### src/rtl/i2s_codec_emulator.sv
// Purpose: I2S codec emulator (bus master). It generates BCLK and the two LRCK frame clocks,
//          serializes a buffered 24-bit ADC sample pair into a left-justified 64-slot frame,
//          and can optionally capture the DAC serial stream.
// Latency: a pair accepted before a frame start goes out on AUD_ADCDAT from that frame start.
//          dac_valid pulses on the rising BCLK tick of slot 55.
// Backpressure: adc_ready is low while the one-entry holding buffer is full. The serial clocks
//          free-run and never stall; an empty buffer at frame start sends a zero frame and sets underrun.
// Ports:   CLOCK_50 and reset (synchronous, active high).
//          adc_left/adc_right/adc_valid/adc_ready: sample-pair handshake.
//          AUD_BCLK, AUD_ADCLRCK, AUD_DACLRCK, AUD_ADCDAT: serial outputs. AUD_DACDAT: serial input.
//          dac_left/dac_right/dac_valid: captured DAC pair. underrun: sticky flag.
// Option:  define I2S_DAC_CAPTURE_EN to build the DAC capture path. Without it,
//          AUD_DACDAT is ignored and the dac_* outputs are held at 0.
module i2s_codec_emulator #(
    parameter int BCLK_HALF = 16
) (
    input  logic        CLOCK_50,
    input  logic        reset,
    input  logic [23:0] adc_left,
    input  logic [23:0] adc_right,
    input  logic        adc_valid,
    output logic        adc_ready,
    output logic        AUD_BCLK,
    output logic        AUD_ADCLRCK,
    output logic        AUD_DACLRCK,
    output logic        AUD_ADCDAT,
    input  logic        AUD_DACDAT,
    output logic [23:0] dac_left,
    output logic [23:0] dac_right,
    output logic        dac_valid,
    output logic        underrun
);

    localparam int HW = $clog2(BCLK_HALF);

    logic [HW-1:0] half_cnt;
    logic          bclk_q;
    logic          bclk_tick;
    logic          fall_tick;
    logic [5:0]    slot;
    logic [5:0]    slot_nxt;
    logic          frame_start;
    logic          accept;

    logic [23:0]   hold_left;
    logic [23:0]   hold_right;
    logic          hold_full;

    logic [23:0]   tx_left;
    logic [23:0]   tx_right;
    logic [23:0]   tx_left_nxt;
    logic [23:0]   tx_right_nxt;
    logic [23:0]   chan_word;
    logic          adcdat_q;
    logic          adcdat_nxt;
    logic          underrun_q;

    assign bclk_tick   = (half_cnt == HW'(BCLK_HALF - 1));
    assign fall_tick   = bclk_tick & bclk_q;
    assign slot_nxt    = slot + 6'd1;
    assign frame_start = fall_tick & (slot == 6'd63);
    assign accept      = adc_valid & ~hold_full;

    // Frame words for the upcoming slot. At frame start, take the holding buffer if it is full;
    // otherwise send zeros. A pair accepted on the frame-start cycle itself is too late for this frame.
    always_comb begin
        tx_left_nxt  = tx_left;
        tx_right_nxt = tx_right;
        if (frame_start) begin
            if (hold_full) begin
                tx_left_nxt  = hold_left;
                tx_right_nxt = hold_right;
            end else begin
                tx_left_nxt  = '0;
                tx_right_nxt = '0;
            end
        end
    end

    // Left-justified: channel slot k carries bit 23-k for k < 24 and pads with zeros after that.
    always_comb begin
        chan_word  = slot_nxt[5] ? tx_right_nxt : tx_left_nxt;
        adcdat_nxt = 1'b0;
        if (slot_nxt[4:0] < 5'd24) begin
            adcdat_nxt = chan_word[5'd23 - slot_nxt[4:0]];
        end
    end

    always_ff @(posedge CLOCK_50) begin
        if (reset) begin
            half_cnt   <= '0;
            bclk_q     <= 1'b0;
            slot       <= 6'd63;
            adcdat_q   <= 1'b0;
            tx_left    <= '0;
            tx_right   <= '0;
            hold_left  <= '0;
            hold_right <= '0;
            hold_full  <= 1'b0;
            underrun_q <= 1'b0;
        end else begin
            half_cnt <= bclk_tick ? '0 : half_cnt + HW'(1);
            if (bclk_tick) begin
                bclk_q <= ~bclk_q;
            end
            if (fall_tick) begin
                slot     <= slot_nxt;
                adcdat_q <= adcdat_nxt;
                tx_left  <= tx_left_nxt;
                tx_right <= tx_right_nxt;
            end
            // Accept is only possible when the buffer is empty, so it never collides with a
            // frame start that drains a full buffer.
            if (accept) begin
                hold_left  <= adc_left;
                hold_right <= adc_right;
                hold_full  <= 1'b1;
            end else if (frame_start) begin
                hold_full <= 1'b0;
            end
            if (frame_start && !hold_full) begin
                underrun_q <= 1'b1;
            end
        end
    end

    assign adc_ready   = ~hold_full;
    assign AUD_BCLK    = bclk_q;
    assign AUD_ADCLRCK = ~slot[5];
    assign AUD_DACLRCK = ~slot[5];
    assign AUD_ADCDAT  = adcdat_q;
    assign underrun    = underrun_q;

`ifdef I2S_DAC_CAPTURE_EN
    logic        rise_tick;
    logic        cap_en;
    logic [23:0] cap_left;
    logic [23:0] cap_right;
    logic [23:0] dac_left_q;
    logic [23:0] dac_right_q;
    logic        dac_valid_q;

    // DAC data is stable mid-slot, so it is sampled on the rising BCLK tick.
    assign rise_tick = bclk_tick & ~bclk_q;
    assign cap_en    = rise_tick & (slot[4:0] < 5'd24);

    always_ff @(posedge CLOCK_50) begin
        if (reset) begin
            cap_left    <= '0;
            cap_right   <= '0;
            dac_left_q  <= '0;
            dac_right_q <= '0;
            dac_valid_q <= 1'b0;
        end else begin
            dac_valid_q <= 1'b0;
            if (cap_en) begin
                if (slot[5]) begin
                    cap_right <= {cap_right[22:0], AUD_DACDAT};
                end else begin
                    cap_left <= {cap_left[22:0], AUD_DACDAT};
                end
            end
            // Slot 55 carries the last right-channel bit. Publish it directly so the pair is
            // complete on this same tick.
            if (rise_tick && (slot == 6'd55)) begin
                dac_left_q  <= cap_left;
                dac_right_q <= {cap_right[22:0], AUD_DACDAT};
                dac_valid_q <= 1'b1;
            end
        end
    end

    assign dac_left  = dac_left_q;
    assign dac_right = dac_right_q;
    assign dac_valid = dac_valid_q;
`else
    logic unused_dacdat;
    assign unused_dacdat = AUD_DACDAT;
    assign dac_left      = '0;
    assign dac_right     = '0;
    assign dac_valid     = 1'b0;
`endif

endmodule

### config.mk
export PLATFORM = sky130hd
export DESIGN_NAME = i2s_codec_emulator
export DESIGN_NICKNAME = d
export VERILOG_FILES = /design/src/rtl/i2s_codec_emulator.sv
export SDC_FILE = /design/constraint.sdc
export NUM_CORES = 1
export LEC_CHECK = 0
export CAP_MARGIN = 20
export CORE_MARGIN = 2
export CORE_UTILIZATION = 50
export CTS_CLUSTER_DIAMETER = 40
export CTS_CLUSTER_SIZE = 24
export DETAILED_ROUTE_END_ITERATION = 10
export HOLD_SLACK_MARGIN = 0.08
export PLACE_DENSITY = 0.87
export SLEW_MARGIN = 20
export SYNTH_ARGS = -nofsm -noshare
export SYNTH_HDL_FRONTEND = slang
export SYNTH_SLANG_ARGS = --single-unit
### constraint.sdc
create_clock -name CLOCK_50 -period 2.6 [get_ports CLOCK_50]
set_input_delay 0.39 -clock CLOCK_50 [delete_from_list [all_inputs] [get_ports CLOCK_50]]
set_output_delay 0.39 -clock CLOCK_50 [all_outputs]
set_load 0.02 [all_outputs]
==> flow_metrics.py <==
metrics = {
    "route": {
        "top_layer": "met4",
        "wl_met1_mm": 5.448,
        "drtIter0Drc": 359,
        "vias_per_cell": 5.398,
        "drc": 0,
        "drt-total-wl_mm": 12.83,
        "drt.antenna.violating_nets": 0,
        "drt-pass1-iter-count": 5,
        "wl_met2_mm": 6.309,
        "vias": 4653,
        "avgRoutedWirePerCell_um": 14.89,
        "wl_met3_um": 780,
    },
    "worst_setup_path": {
        "startpoint": "slot[1]",
        "cp.buffers_inverters": 2,
        "reg2reg_slack_ns": 0.12,
        "rr_endpoint": "AUD_ADCDAT",
        "critical_path_class": "reg -> reg",
        "cp-end-kind": "flop",
        "ff2ff_path_depth": 10,
        "path_depth": 10,
        "cp_top_family": "simple AND/OR/NAND/NOR gates",
        "startpoint_type": "flop",
        "worstPathCellList": "ha_4 > nand3_2 > nor4_4 > buf_12 > buf_4 > mux2i_1 > o211a_1 > o21ai_0 > and4_1 > o41ai_2",
        "cp.required_ns": 2.87,
        "r2r-start": "slot[1]",
        "endpoint": "AUD_ADCDAT",
        "crit_path_max_incr_delay_ns": 0.38,
        "cp.arrival_ns": 2.75,
        "crit_slowest_cell": "dfxtp_2",
        "path_max_fanout": 11,
    },
    "synth": {
        "synthDistinctLibCells": 55,
        "yosys_warnings": 0,
        "synth_area_leaders": "dfxtp_1, nand2_1, a21oi_1",
        "yosysTopAreaCellShare_pct": 42.03,
        "synth.ff_latch_count": 110,
        "yosysMostFrequentCell": "nand2_1",
        "synthCells": 672,
        "async_reset_ff_share_pct": 0,
        "yosysTopAreaCell": "dfxtp_1",
        "synth_area_um2": 5239,
        "synth_edf_count": 0,
        "syn_avg_cell_area_um2": 7.796,
        "synth_seq_area_share_pct": 42.03,
        "synthTopCellsByCount": "nand2_1, dfxtp_1, a21oi_1",
        "synth_flop_cell": "dfxtp_1",
    },
    "floorplanning": {
        "die_area_um2": 11310,
        "die_width_um": 106.4,
        "die_h_um": 106.4,
        "start_util_pct": 51.20,
        "core_um2": 10230,
        "pin_count": 107,
        "rows": 37,
    },
    "power_and_ir_drop": {
        "power.total_mw": 3.038,
        "ir_drop_uv": 305.6,
        "power_leakage_nw": 2.329,
        "p_per_area_nw_per_um2": 497.1,
    },
    "clocking": {
        "insertion_delay_ns": 0.37,
        "htree_levels": 3,
        "cts_inserted_buffers": 9,
        "clkSlewWorstSetupHoldPaths_ns": 0.11,
        "clockBufferDepth": 2,
        "hold_buffers": 0,
        "cts_root_buf": "clkbuf_8",
        "cts_tree": "yes",
        "clkSinkCount": 110,
    },
    "grt": {
        "grt_util_all_layers_pct": 22.25,
        "overflow": 0,
        "grt_max_degree": 64,
        "antenna_found_initial": 0,
        "first_global_vias": 4282,
        "grt_pass1_wl_mm": 20.22,
    },
    "finish": {
        "stdcell_count": 862,
        "fin_nets": 776,
        "drive_gt1_share_pct": 11.16,
        "multi_input_area_um2": 2624,
        "n_fill_cell": 924,
        "areaGrowthSynthToFinish_pct": 16.67,
        "fin_area_um2": 6112,
        "n_antenna_cell": 0,
        "regArea_um2": 2213,
    },
    "placement": {
        "placed_cells": 840,
        "gp_congestion": 0.8924,
        "dp_hpwl_mm": 9.178,
        "io_buffer_count": 56,
        "place_area_um2": 5806,
    },
    "timing": {
        "hold_ws_ns": 0.3000,
        "worst_pin_slew_ns": 0.6249,
        "finClkSkew_ns": 0.01568,
        "slew_violations": 0,
        "relSlewSlack_pct": 58.04,
        "finalCritPeriodShare_pct": 95.54,
        "fin_crit_ns": 2.484,
        "setup_viol": 0,
        "max_freq_mhz": 402.6,
        "hold_viol": 0,
    },
    "worst_hold_path": {
        "min_from": "reset",
        "min_path_type": "in -> reg",
    },
    "flow_run": {
        "drv_cap": 0,
    },
    "status": {
        "status": "complete, no violations",
    },
}
[routing by layer]
metal | vias up | GRT usage, %
met1 | 2173 | 28.36
met5 | - | 0
li1 | 2283 | -
met2 | 167 | 38.14
met4 | 0 | 7.801
met3 | 30 | 3.495
[cell usage in the layout, fill, tap and decap left out, types with 2 or more instances in the layout]
cell type	Yosys	routed
buf_12	0	2
a31oi_1	6	6
nor3_1	9	9
nand3b_1	2	2
or3_1	2	2
a2111oi_1	0	3
dfxtp_2	0	6
xor2_1	2	2
inv_8	0	2
and2_1	5	5
ha_4	0	2
nand2b_1	4	4
o31ai_1	3	3
o211a_1	2	2
conb_1	1	49
a21oi_1	100	99
clkbuf_8	0	9
dfxtp_1	110	103
mux2i_1	9	7
nand4_1	6	6
xnor2_1	6	6
o21ai_0	7	7
nand2_1	153	153
mux2i_2	0	2
a211oi_1	6	6
a311oi_1	5	5
nor2_1	25	24
o211ai_1	3	3
and4_1	4	4
and3_1	9	9
buf_4	53	34
mux2_2	2	2
nor2b_1	7	6
clkdlybuf4s50_1	0	55
nand3_1	43	43
inv_1	9	9
inv_2	2	2
[final cells by class]
class                           instances  area share, %
Timing Repair Buffer                   93          14.45
Clock buffer                           10          2.088
Multi-Input combinational cell        496          42.93
Sequential cell                       110          36.21
Clock inverter                          6         0.8598
Inverter                               11         0.6755
Tap cell                              136          2.784
[report_power, final]
part	switching [mW]	internal, mW
Sequential	0.0374	1.73
Clock	0.611	0.367
Combinational	0.177	0.114
[state kept, by name, summed over array words and instances, names as in the netlist, 4 cells and up]
name        flops
tx_right       24
slot            6
half_cnt        4
tx_left        24
hold_right     24
hold_left      24
[kinds of logic after synthesis]
group / Yosys count / synth area share, %
AND/OR/NAND/NOR: 277 / 24.38
AO/OA/AOI/OAI: 147 / 16.62
buffers and inverters: 114 / 12.25
flip-flops: 110 / 42.03
multiplexers: 12 / 2.579
XOR/XNOR: 8 / 1.338
adder cells (fa/ha/maj): 3 / 0.7166
other: 1 / 0.07158
[how the worst min path moves through the flow]
stage,to,slack (ns),cells past startpoint
4_1_cts,AUD_BCLK,0.29,2
2_1_floorplan,tx_left[0],0.43,2
3_5_place_dp,hold_right[7],0.45,2
6_report,AUD_BCLK,0.30,2
5_1_grt,half_cnt[3],0.31,2
3_3_place_gp,tx_right[18],0.44,2
[stage by stage]
step                       TNS, ns  util [%]  worst slack, ns
final                            0     59.74           0.1160
after global routing      -0.01706     59.74         -0.01706
after CTS                        0     59.14          0.02359
after detailed placement  -0.07961     56.74         -0.07961
after global placement    -0.07921     56.74         -0.07921
after floorplan                  0         -           0.2018
[repair_timing]
action | 4_1_cts | 5_1_grt
cloned | 1 | 0
setup buffers | 3 | 2
gates resized for setup | 4 | 15
setup endpoints to repair | 1 | 1
pin swaps | 1 | 3
Note: power is estimated with default switching activity, not from simulation.
